<file path="config.mk">
export PLATFORM = sky130hd
export DESIGN_NAME = fir_avg_out_buf_flat
export DESIGN_NICKNAME = d
export VERILOG_FILES = /design/src/rtl/fir_avg_out_buf_pkg.sv /design/src/rtl/fir_avg_out_buf_if.sv /design/src/rtl/fir_avg_out_buf_fifo.sv /design/src/rtl/fir_avg_out_buf.sv /design/src/flat_wrapper.sv
export SDC_FILE = /design/constraint.sdc
export NUM_CORES = 1
export LEC_CHECK = 0
export BUFFER_PORTS_ARGS = -buffer_cell sky130_fd_sc_hd__buf_4
export CAP_MARGIN = 20
export CORE_MARGIN = 1
export CORE_UTILIZATION = 60
export DETAILED_ROUTE_END_ITERATION = 7
export GPL_ROUTABILITY_DRIVEN = 0
export PLACE_DENSITY = 0.91
export RECOVER_POWER = 50
export SYNTH_ARGS = -nofsm -noshare
export SYNTH_HDL_FRONTEND = slang
export SYNTH_SLANG_ARGS = --single-unit
</file>
<file path="constraint.sdc">
create_clock -name clk -period 3.7 [get_ports clk]
set_input_delay 0.37 -clock clk [delete_from_list [all_inputs] [get_ports clk]]
set_output_delay 0.37 -clock clk [all_outputs]
set_load 0.01 [all_outputs]
</file>
<file path="src/rtl/fir_avg_out_buf_pkg.sv">
// rtl/fir_avg_out_buf_pkg.sv - shared constants and types for the FIR averaging output buffer
package fir_out_pkg;

  localparam int AVG_W     = 16;
  localparam int TAPS      = 4;
  localparam int AVG_SHIFT = 2;
  localparam int DROP_W    = 8;

  typedef logic [AVG_W+1:0] sum_t;
  typedef logic [AVG_W-1:0] avg_t;

endpackage

</file>
<file path="src/rtl/fir_avg_out_buf_if.sv">
// rtl/fir_avg_out_buf_if.sv - sample-in / average-out handshake bundle
interface fir_avg_out_buf_if #(
  parameter int w = 16
);

  logic [w+1:0] in_sum;
  logic         in_valid;
  logic [w-1:0] out_data;
  logic         out_valid;
  logic         out_ready;

  modport master (
    output in_sum,
    output in_valid,
    output out_ready,
    input  out_data,
    input  out_valid
  );

  modport slave (
    input  in_sum,
    input  in_valid,
    input  out_ready,
    output out_data,
    output out_valid
  );

endinterface

</file>
<file path="src/rtl/fir_avg_out_buf_fifo.sv">
// rtl/fir_avg_out_buf_fifo.sv - power-of-two synchronous FIFO with head-entry read port
module fir_sync_fifo #(
  parameter int width = 16,
  parameter int depth = 4
) (
  input  logic                       clk,
  input  logic                       rst_n,
  input  logic                       push,
  input  logic                       pop,
  input  logic [width-1:0]           wdata,
  output logic [width-1:0]           rdata,
  output logic                       full,
  output logic                       empty,
  output logic [$clog2(depth+1)-1:0] count
);

  localparam int PTR_W = $clog2(depth);
  localparam int CNT_W = $clog2(depth + 1);

  logic [width-1:0] mem_q [depth];
  logic [PTR_W-1:0] wr_ptr_q;
  logic [PTR_W-1:0] rd_ptr_q;
  logic [CNT_W-1:0] count_q;
  logic             pop_ok;
  logic             push_ok;

  // A push into a full FIFO is only legal when the head leaves in the same cycle.
  assign pop_ok  = pop && (count_q != '0);
  assign push_ok = push && ((count_q != CNT_W'(depth)) || pop_ok);

  always_ff @(posedge clk or negedge rst_n) begin
    if (!rst_n) begin
      for (int i = 0; i < depth; i++) begin
        mem_q[i] <= '0;
      end
      wr_ptr_q <= '0;
      rd_ptr_q <= '0;
      count_q  <= '0;
    end else begin
      if (push_ok) begin
        mem_q[wr_ptr_q] <= wdata;
        wr_ptr_q        <= wr_ptr_q + 1'b1;
      end
      if (pop_ok) begin
        rd_ptr_q <= rd_ptr_q + 1'b1;
      end
      case ({push_ok, pop_ok})
        2'b10:   count_q <= count_q + 1'b1;
        2'b01:   count_q <= count_q - 1'b1;
        default: count_q <= count_q;
      endcase
    end
  end

  assign rdata = mem_q[rd_ptr_q];
  assign full  = (count_q == CNT_W'(depth));
  assign empty = (count_q == '0);
  assign count = count_q;

endmodule

</file>
<file path="src/rtl/fir_avg_out_buf.sv">
// rtl/fir_avg_out_buf.sv - divides the FIR moving sum by four, skips warm-up and buffers results
module fir_avg_out_buf
  import fir_out_pkg::*;
#(
  parameter int w      = 16,
  parameter int DEPTH  = 4,
  parameter int WARMUP = TAPS + 1,
  parameter int ROUND  = 1
) (
  input  logic              clk,
  input  logic              reset,
  fir_avg_out_buf_if.slave  bus,
  input  logic              clear_ovf,
  output logic              overflow,
  output logic [DROP_W-1:0] drop_cnt,
  output logic              warm
);

  localparam int CNT_W  = $clog2(DEPTH + 1);
  localparam int WARM_W = (WARMUP < 2) ? 1 : $clog2(WARMUP + 1);
  localparam logic [w+2:0] RND_ADD = (ROUND != 0) ? (w+3)'(2) : '0;

  logic [WARM_W-1:0] warm_cnt_q, warm_cnt_d;
  logic              warm_q, warm_d;
  logic              ovf_q, ovf_d;
  logic [DROP_W-1:0] drop_q, drop_d;

  logic [w+2:0]      sum_ext;
  logic [w-1:0]      avg;
  logic              push_req;
  logic              pop_req;
  logic              drop;
  logic              fifo_full;
  logic              fifo_empty;
  logic [CNT_W-1:0]  fifo_count;
  logic [w-1:0]      fifo_rdata;

  // The widened sum cannot carry out: 4*(2^w-1)+2 still fits in w+2 bits.
  assign sum_ext = {1'b0, bus.in_sum} + RND_ADD;
  assign avg     = w'(sum_ext >> AVG_SHIFT);

  assign push_req = bus.in_valid && warm_q;
  assign pop_req  = bus.out_ready && (fifo_count != '0);
  assign drop     = push_req && fifo_full && !pop_req;

  always_comb begin
    warm_cnt_d = warm_cnt_q;
    warm_d     = warm_q;
    if (bus.in_valid && !warm_q) begin
      warm_cnt_d = warm_cnt_q + 1'b1;
      if (warm_cnt_q == WARM_W'(WARMUP - 1)) begin
        warm_d = 1'b1;
      end
    end
  end

  always_comb begin
    ovf_d  = ovf_q;
    drop_d = drop_q;
    if (clear_ovf) begin
      ovf_d  = 1'b0;
      drop_d = '0;
    end else if (drop) begin
      ovf_d = 1'b1;
      if (drop_q != {DROP_W{1'b1}}) begin
        drop_d = drop_q + 1'b1;
      end
    end
  end

  always_ff @(posedge clk or negedge reset) begin
    if (!reset) begin
      warm_cnt_q <= '0;
      warm_q     <= 1'b0;
      ovf_q      <= 1'b0;
      drop_q     <= '0;
    end else begin
      warm_cnt_q <= warm_cnt_d;
      warm_q     <= warm_d;
      ovf_q      <= ovf_d;
      drop_q     <= drop_d;
    end
  end

  fir_sync_fifo #(
    .width (w),
    .depth (DEPTH)
  ) u_fifo (
    .clk   (clk),
    .rst_n (reset),
    .push  (push_req),
    .pop   (pop_req),
    .wdata (avg),
    .rdata (fifo_rdata),
    .full  (fifo_full),
    .empty (fifo_empty),
    .count (fifo_count)
  );

  assign bus.out_data  = fifo_rdata;
  assign bus.out_valid = !fifo_empty;
  assign overflow      = ovf_q;
  assign drop_cnt      = drop_q;
  assign warm          = warm_q;

endmodule
</file>
<file path="src/flat_wrapper.sv">
// flat-port wrapper written by rule: the top's interface ports become plain ports
module fir_avg_out_buf_flat import fir_out_pkg::*;
#(
  parameter int w      = 16,
  parameter int DEPTH  = 4,
  parameter int WARMUP = TAPS + 1,
  parameter int ROUND  = 1
)
  (clk, reset, clear_ovf, overflow, drop_cnt, warm, bus_in_sum, bus_in_valid, bus_out_ready, bus_out_data, bus_out_valid);
  fir_avg_out_buf_if #(.w(w)) bus_i ();
  input  logic clk;
  input  logic reset;
  input  logic clear_ovf;
  output logic overflow;
  output logic [DROP_W-1:0] drop_cnt;
  output logic warm;
  input wire logic [$bits(bus_i.in_sum)-1:0] bus_in_sum;
  input wire logic [$bits(bus_i.in_valid)-1:0] bus_in_valid;
  input wire logic [$bits(bus_i.out_ready)-1:0] bus_out_ready;
  output wire logic [$bits(bus_i.out_data)-1:0] bus_out_data;
  output wire logic [$bits(bus_i.out_valid)-1:0] bus_out_valid;
  assign bus_i.in_sum = bus_in_sum;
  assign bus_i.in_valid = bus_in_valid;
  assign bus_i.out_ready = bus_out_ready;
  assign bus_out_data = bus_i.out_data;
  assign bus_out_valid = bus_i.out_valid;
  fir_avg_out_buf #(.w(w), .DEPTH(DEPTH), .WARMUP(WARMUP), .ROUND(ROUND)) u_core (.clk(clk), .reset(reset), .bus(bus_i), .clear_ovf(clear_ovf), .overflow(overflow), .drop_cnt(drop_cnt), .warm(warm));
endmodule
</file>
==> flow_metrics.env, run 1 <==
export IMPL_dieArea_mm2=0.00732
export IMPL_hold_start="clear_ovf"
export IMPL_reg2reg_from="u_core.u_fifo.count[0]"
export IMPL_met2_usage_pct=40.7
export IMPL_start_kind="flop"
export IMPL_routed_via_density=6.10
export IMPL_critPathArrivalTime_ns=1.97
export IMPL_fin_crit_ns=2.34
export IMPL_antenna_found_initial=0
export IMPL_reg2reg_depth=3
export IMPL_clk_latency_ns=0.35
export IMPL_placeableCoreArea_mm2=0.00676
export IMPL_timing_rr_end="u_core.u_fifo.mem_q[23]"
export IMPL_p_sw_share_pct=33.9
export IMPL_use_met1_pct=32.2
export IMPL_syn_avg_cell_area_um2=13.5
export IMPL_grt_setup_unrepaired="no"
export IMPL_critPathRequiredTime_ns=3.33
export IMPL_synth_common_cells="dfrtp_1 (84), mux2_1 (54), nand2_1 (20)"
export IMPL_path_clk_slew_ns=0.09
export IMPL_clock_skew_final_ns=0.0112
export IMPL_start_util_pct=62.0
export IMPL_synth_fp_nets=343
export IMPL_maxSlewViolCount=0
export IMPL_layout_drive_gt1_share_pct=22.9
export IMPL_pin_count=50
export IMPL_p_leak_uw=0.00203
export IMPL_via_count=2701
export IMPL_relSlewSlack_pct=42.2
export IMPL_synth_seq_area_share_pct=50.2
export IMPL_pwr_share_seq_pct=43.3
export IMPL_synth_flop_cell="dfrtp_1"
export IMPL_finalSetupViolCount=0
export IMPL_drtPass1Iterations=6
export IMPL_worstSetupEndpointType="primary output"
export IMPL_ant_nets=0
export IMPL_finalCritPeriodShare_pct=63.3
export IMPL_hold_path_cell_count=2
export IMPL_yosysTopAreaCellShare_pct=50.2
export IMPL_synth_seq_cells=84
export IMPL_synth_most_common_cell="dfrtp_1"
export IMPL_initialDrtViolationCount=211
export IMPL_synth_cell_type_count=37
export IMPL_drt_wl_total_mm=8.10
export IMPL_tightest_slew_ns=0.867
export IMPL_tns_ns=0
export IMPL_path_delay_family="multiplexers"
export IMPL_combPwrFrac_pct=40.9
export IMPL_num_antenna_cells=0
export IMPL_synth_edff_count=0
export IMPL_internal_power_uw=2490
export IMPL_outcome="complete, no violations"
export IMPL_worstPathCellList="buf_4 -> mux4_2 -> buf_4"
export IMPL_die_h_um=85.5
export IMPL_grt_max_degree=85
export IMPL_root_buffer="clkbuf_8"
export IMPL_synth_area_mm2=0.00419
export IMPL_fin_nets=391
export IMPL_clkPwrFrac_pct=15.8
export IMPL_grt_usage_pct=24.6
export IMPL_switchingPower_uw=1280
export IMPL_cpMostUsedCell="buf_4"
export IMPL_use_met3_pct=4.04
export IMPL_cp_startpoint="u_core.u_fifo.rd_ptr_q[0]"
export IMPL_remaining_drc_errors=0
export IMPL_drt_wirelength_per_cell_um=18.3
export IMPL_async_flop_share_pct=100
export IMPL_max_stage_delay_ns=0.57
export IMPL_hpwlAfterDp_mm=5.36
export IMPL_irDropWorstVdd_mv=0.406
export IMPL_final_util_pct=70.2
export IMPL_critPathKind="flop to primary output"
export IMPL_syn2layout_area_growth_pct=13.2
export IMPL_top_usage_layer="met2"
export IMPL_cts_sinks=84
export IMPL_overflow=0
export IMPL_setup_ws_ns=1.36
export IMPL_final_hold_viol_count=0
export IMPL_grt_pass1_vias=2827
export IMPL_yosys_area_top_type="dfrtp_1"
export IMPL_nFillCells=497
export IMPL_clockBufferDepth=2
export IMPL_grt_pass1_wl_mm=13.6
export IMPL_tritoncts="done"
export IMPL_cp_max_fo=14
export IMPL_preCtsSetupSlack_ns=1.54
export IMPL_syn_instance_count=310
export IMPL_hold_end="u_core.drop_cnt[2]"
export IMPL_yosysWarnings=0
export IMPL_holdCritPathClass="input port to flop"
export IMPL_slowest_stage="mux4_2"
export IMPL_post_cts_resize_count=0
export IMPL_max_freq_mhz=427
export IMPL_rows=30
export IMPL_maxCapViolCount=0
export IMPL_die_width_um=85.5
export IMPL_p_per_area_mw_per_mm2=793
export IMPL_ctsHtreeMaxLevel=3
export IMPL_rrSetupSlack_ns=1.55
export IMPL_crit_buf_inv=2
export IMPL_portBuffers=48
export IMPL_cts_buffers=9
export IMPL_yosys_top_cells_area="dfrtp_1 (50%), mux2_1 (15%), mux4_2 (8.6%), xor2_1 (3.6%), ha_1 (2.7%)"
==> power by group through the flow <==
stage / Combinational (µW) / Sequential, µW / Clock (µW)
final: 1540 / 1630 / 595
after global routing: 1680 / 1680 / 641
after CTS: 1570 / 1630 / 606
after floorplan: 1150 / 1500 / 0
after global placement: 1500 / 1610 / 0
after detailed placement: 1560 / 1650 / 0
==> repair_timing <==
| item | 4_1_cts | 5_1_grt |
|---|---|---|
| hold buffers | 0 | 1 |
| buffers inserted | 0 | 0 |
| endpoints found under the hold margin | 0 | 13 |
==> layout by cell type (no fill, tap or decap), types with 2 or more instances in the layout <==
| master | netlist | layout |
|---|---|---|
| dfrtp_1 | 84 | 84 |
| mux2_1 | 54 | 54 |
| buf_4 | 0 | 40 |
| nand2_1 | 20 | 20 |
| xor2_1 | 17 | 17 |
| mux4_2 | 16 | 16 |
| inv_1 | 10 | 10 |
| nand3_1 | 10 | 10 |
| clkbuf_8 | 0 | 10 |
| clkbuf_1 | 3 | 10 |
| ha_1 | 9 | 9 |
| a21oi_1 | 8 | 8 |
| nor2_1 | 7 | 7 |
| nor4_1 | 6 | 6 |
| xnor2_1 | 6 | 6 |
| o21ai_0 | 6 | 6 |
| o21ai_1 | 6 | 6 |
| or4_1 | 5 | 5 |
| clkinvlp_4 | 0 | 5 |
| nand4_4 | 4 | 4 |
| nand4_1 | 4 | 4 |
| o31ai_1 | 3 | 3 |
| or3_1 | 2 | 2 |
| nand4_2 | 2 | 2 |
| nor3_1 | 2 | 2 |
| mux2_2 | 2 | 2 |
| mux2i_1 | 2 | 2 |
| o41ai_1 | 2 | 2 |
==> layout make-up <==
| cell class | instances | area (µm²) | share of cell area [%] |
|---|---|---|---|
| sequential | 84 | 2100 | 44.3 |
| multi-input combinational | 202 | 1950 | 41.2 |
| timing repair buffer | 51 | 372 | 7.84 |
| clock buffer | 11 | 141 | 2.98 |
| tap | 80 | 100 | 2.11 |
| clock inverter | 5 | 37.5 | 0.792 |
| inverter | 10 | 37.5 | 0.792 |
==> metal layers <==
layer	part of all wire, %	vias to the layer above
li1	-	1227
met4	2.1	0
met3	3.7	19
met5	0	-
met2	50	77
met1	44	1378
==> state kept, by name (all words and copies together), names as in the netlist <==
signal	flops
u_core.u_fifo.mem_q	64
u_core.drop_cnt	8
u_core.overflow	1
u_core.u_fifo.wr_ptr_q	2
u_core.warm_cnt_q	3
u_core.warm	1
u_core.u_fifo.rd_ptr_q	2
u_core.u_fifo.count	3
==> worst max path at each step <==
| stage | to | slack [ns] | cells past startpoint |
|---|---|---|---|
| detailed placement | u_core.u_fifo.mem_q[25] | 1.54 | 4 |
| finish | bus_out_data[8] | 1.36 | 3 |
| floorplan | u_core.u_fifo.count[2] | 1.76 | 8 |
| global placement | u_core.u_fifo.mem_q[49] | 1.58 | 4 |
| global route | bus_out_data[8] | 1.25 | 3 |
| CTS | bus_out_data[8] | 1.31 | 3 |
==> metrics by stage <==
step           cell area, µm²  hold WS (ns)  power [µW]  std cells
3_5_place_dp             4560         0.469        3200        425
4_1_cts                  4740         0.235        3800        441
3_3_place_gp             4560         0.457        3110        425
6_report                 4740         0.245        3760        443
2_1_floorplan            4190        0.0744        2660        310
5_1_grt                  4740         0.242        4010        443
==> cell families (layout without fill, tap and decap cells) <==
| group | Yosys count | count (layout) | synth area share (%) |
|---|---|---|---|
| compound gates | 26 | 26 | 3.56 |
| buf+inv | 24 | 77 | 3.20 |
| xor+xnor | 23 | 23 | 4.81 |
| flops | 84 | 84 | 50.2 |
| mux | 74 | 74 | 24.1 |
| fa+ha+maj | 10 | 10 | 3.17 |
| simple gates | 69 | 69 | 10.9 |
(Power assumes the default switching activity.)
==> run 2, diff against run 1 <==
--- a/config.mk
+++ b/config.mk
@@ -5,13 +5,14 @@
 export SDC_FILE = /design/constraint.sdc
 export NUM_CORES = 1
 export LEC_CHECK = 0
+export ABC_AREA = 1
 export BUFFER_PORTS_ARGS = -buffer_cell sky130_fd_sc_hd__buf_4
 export CAP_MARGIN = 20
 export CORE_MARGIN = 1
-export CORE_UTILIZATION = 60
+export CORE_UTILIZATION = 59
 export DETAILED_ROUTE_END_ITERATION = 7
 export GPL_ROUTABILITY_DRIVEN = 0
-export PLACE_DENSITY = 0.91
+export PLACE_DENSITY = 0.89
 export RECOVER_POWER = 50
 export SYNTH_ARGS = -nofsm -noshare
 export SYNTH_HDL_FRONTEND = slang
==> constraint.sdc (replaced) <==
create_clock -name clk -period 2.3 [get_ports clk]
set_input_delay 0.23 -clock clk [delete_from_list [all_inputs] [get_ports clk]]
set_output_delay 0.23 -clock clk [all_outputs]
set_load 0.01 [all_outputs]
==> run 2 against run 1 <==
Sequential share of layout area shrank 3.0 points. Combinational power grew 96%. Non-clock buffer count grew 6. Clock power grew 75%. Highest routed layer unchanged.
==> flow_metrics.env, run 2 <==
export IMPL_outcome="complete, no violations"
export IMPL_combPwrFrac_pct=46.1
export IMPL_slowest_stage="fa_1"
export IMPL_fin_crit_ns=2.12
export IMPL_async_flop_share_pct=100
export IMPL_pwr_share_seq_pct=38.1
export IMPL_finalCritPeriodShare_pct=92.4
export IMPL_final_common_cell="nand2_1"
export IMPL_via_count=4098
export IMPL_die_width_um=89.4
export IMPL_synth_edff_count=0
export IMPL_final_hold_viol_count=0
export IMPL_cp_max_fo=8
export IMPL_clkPwrFrac_pct=15.8
export IMPL_max_stage_delay_ns=0.38
export IMPL_initialDrtViolationCount=463
export IMPL_p_leak_uw=0.00269
export IMPL_clk_latency_ns=0.36
export IMPL_root_buffer="clkbuf_8"
export IMPL_yosysTopAreaCellShare_pct=46.6
export IMPL_start_util_pct=61.5
export IMPL_maxCapViolCount=0
export IMPL_yosys_area_top_type="dfrtp_1"
export IMPL_worstPathCellList="inv_1 -> nor2_1 -> nand2_4 -> nand2_8 -> ha_1 -> inv_1 -> fa_1 -> a21oi_1 -> o21ai_0 -> xor2_1"
export IMPL_tritoncts="done"
export IMPL_ctsHtreeMaxLevel=3
export IMPL_synth_most_common_cell="nand2_1"
export IMPL_critPathArrivalTime_ns=2.36
export IMPL_remaining_drc_errors=0
export IMPL_dieArea_mm2=0.00799
export IMPL_routed_via_density=5.67
export IMPL_layout_drive_gt1_share_pct=14.7
export IMPL_stdcell_area_mm2=0.00508
export IMPL_worstSetupEndpointType="flop"
export IMPL_place_inst=709
export IMPL_num_antenna_cells=0
export IMPL_cts_sinks=84
export IMPL_rows=31
export IMPL_synth_fp_nets=605
export IMPL_grt_setup_unrepaired="no"
export IMPL_critPathRequiredTime_ns=2.53
export IMPL_placed_area_mm2=0.00493
export IMPL_p_sw_share_pct=42.0
export IMPL_irDropWorstVdd_mv=0.595
export IMPL_fin_nets=655
export IMPL_overflow=0
export IMPL_post_cts_resize_count=0
export IMPL_drt_wirelength_per_cell_um=15.6
export IMPL_synth_flop_cell="dfrtp_1"
export IMPL_whs_ns=0.121
export IMPL_hpwlAfterDp_mm=7.29
export IMPL_synth_area_mm2=0.00451
export IMPL_clockBufferDepth=2
export IMPL_max_freq_mhz=471
export IMPL_tightest_slew_ns=1.04
export IMPL_grt_usage_pct=30.3
export IMPL_yosys_top_cells_area="dfrtp_1 (47%), nand2_1 (18%), o21ai_0 (4.8%), nand3_1 (4.2%), nor2_1 (4.1%)"
export IMPL_grt_pass1_wl_mm=17.9
export IMPL_path_clk_slew_ns=0.09
export IMPL_internal_power_uw=3800
export IMPL_cts_buffers=9
export IMPL_syn_avg_cell_area_um2=7.88
export IMPL_die_h_um=89.4
export IMPL_crit_buf_inv=2
export IMPL_holdCritPathClass="input port to flop"
export IMPL_p_per_area_mw_per_mm2=1290
export IMPL_relSlewSlack_pct=30.8
export IMPL_path_delay_family="adder cells"
export IMPL_regMostFlops="u_core.u_fifo.mem_q"
export IMPL_syn_instance_count=572
export IMPL_finalSetupViolCount=0
export IMPL_grt_max_degree=45
export IMPL_start_kind="flop"
export IMPL_drtPass1Iterations=5
export IMPL_synth_cell_type_count=32
export IMPL_cpMostUsedCell="inv_1"
export IMPL_portBuffers=48
export IMPL_synth_common_cells="nand2_1 (217), dfrtp_1 (84), nor2_1 (49)"
export IMPL_maxSlewViolCount=0
export IMPL_switchingPower_uw=2760
export IMPL_rrSetupSlack_ns=0.18
export IMPL_hold_buffers=1
export IMPL_yosysWarnings=0
export IMPL_synth_seq_cells=84
export IMPL_largest_reg_flops=64
export IMPL_placeableCoreArea_mm2=0.00733
export IMPL_tns_ns=0
export IMPL_pin_count=50
export IMPL_clock_skew_final_ns=0.00938
export IMPL_critPathKind="flop to flop"
export IMPL_grt_pass1_vias=3840
export IMPL_finalNonFillerCells=723
export IMPL_syn2layout_area_growth_pct=12.7
export IMPL_antenna_found_initial=0
export IMPL_synth_seq_area_share_pct=46.6
export IMPL_layout_common_cells="nand2_1 (217), dfrtp_1 (84), nor2_1 (50)"
export IMPL_postCtsSetupRepairBufs=0
export IMPL_drt_wl_total_mm=11.3
export IMPL_ant_nets=0
==> run 2: cells by family (layout without fill, tap and decap cells) <==
logic type	Yosys count	in the layout	synth area share, %
simple gates	331	331	31.9
compound gates	69	69	8.63
buf+inv	62	114	6.83
flops	84	84	46.6
xor+xnor	16	16	3.11
fa+ha+maj	10	10	2.94
==> run 2: path summary, 6_finish.rpt <==
path,startpoint,end,cells after the start
setup / recovery,u_core.u_fifo.count[2],u_core.u_fifo.count[2],10
min in group asynchronous,reset,u_core.u_fifo.mem_q[18],2
setup reg to reg,u_core.u_fifo.count[2],u_core.u_fifo.count[2],10
hold / removal,bus_in_valid,u_core.warm,2
max in group asynchronous,reset,u_core.warm_cnt_q[2],3
hold reg to reg,u_core.u_fifo.mem_q[51],u_core.u_fifo.mem_q[51],2
==> run 2: power by group through the flow <==
stage               Sequential, µW  Clock [µW]  Combinational [µW]
floorplan                     2390           0                2020
global placement              2460           0                2840
detailed placement            2500           0                2980
CTS                           2480        1030                3010
global route                  2540        1090                3320
finish                        2500        1040                3020
==> run 2: per-layer routing <==
metal  share of wire, %  global-route usage (%)  vias to the layer above
met2                 49                    50.0                      215
met5                  0                       0                        -
met4                2.7                    15.2                        0
met3                7.4                    5.17                       36
li1                   -                       -                     1909
met1                 41                    38.8                     1938
==> run 2: final cells by class <==
type,count,area [µm²]
repair buffers,57,405
well taps,99,124
multi-input cells,426,2100
fillers,569,2250
clock inverters,2,37.5
clock buffers,11,141
inverters,44,175
flip-flops and latches,84,2100
==> run 2: through the flow <==
stage	util (%)	power (µW)	setup WS (ns)
floorplan	-	4410	0.418
detailed placement	67.3	5480	0.269
global route	69.3	6960	0.0871
CTS	69.9	6520	0.251
finish	69.3	6550	0.175
global placement	67.3	5300	0.348
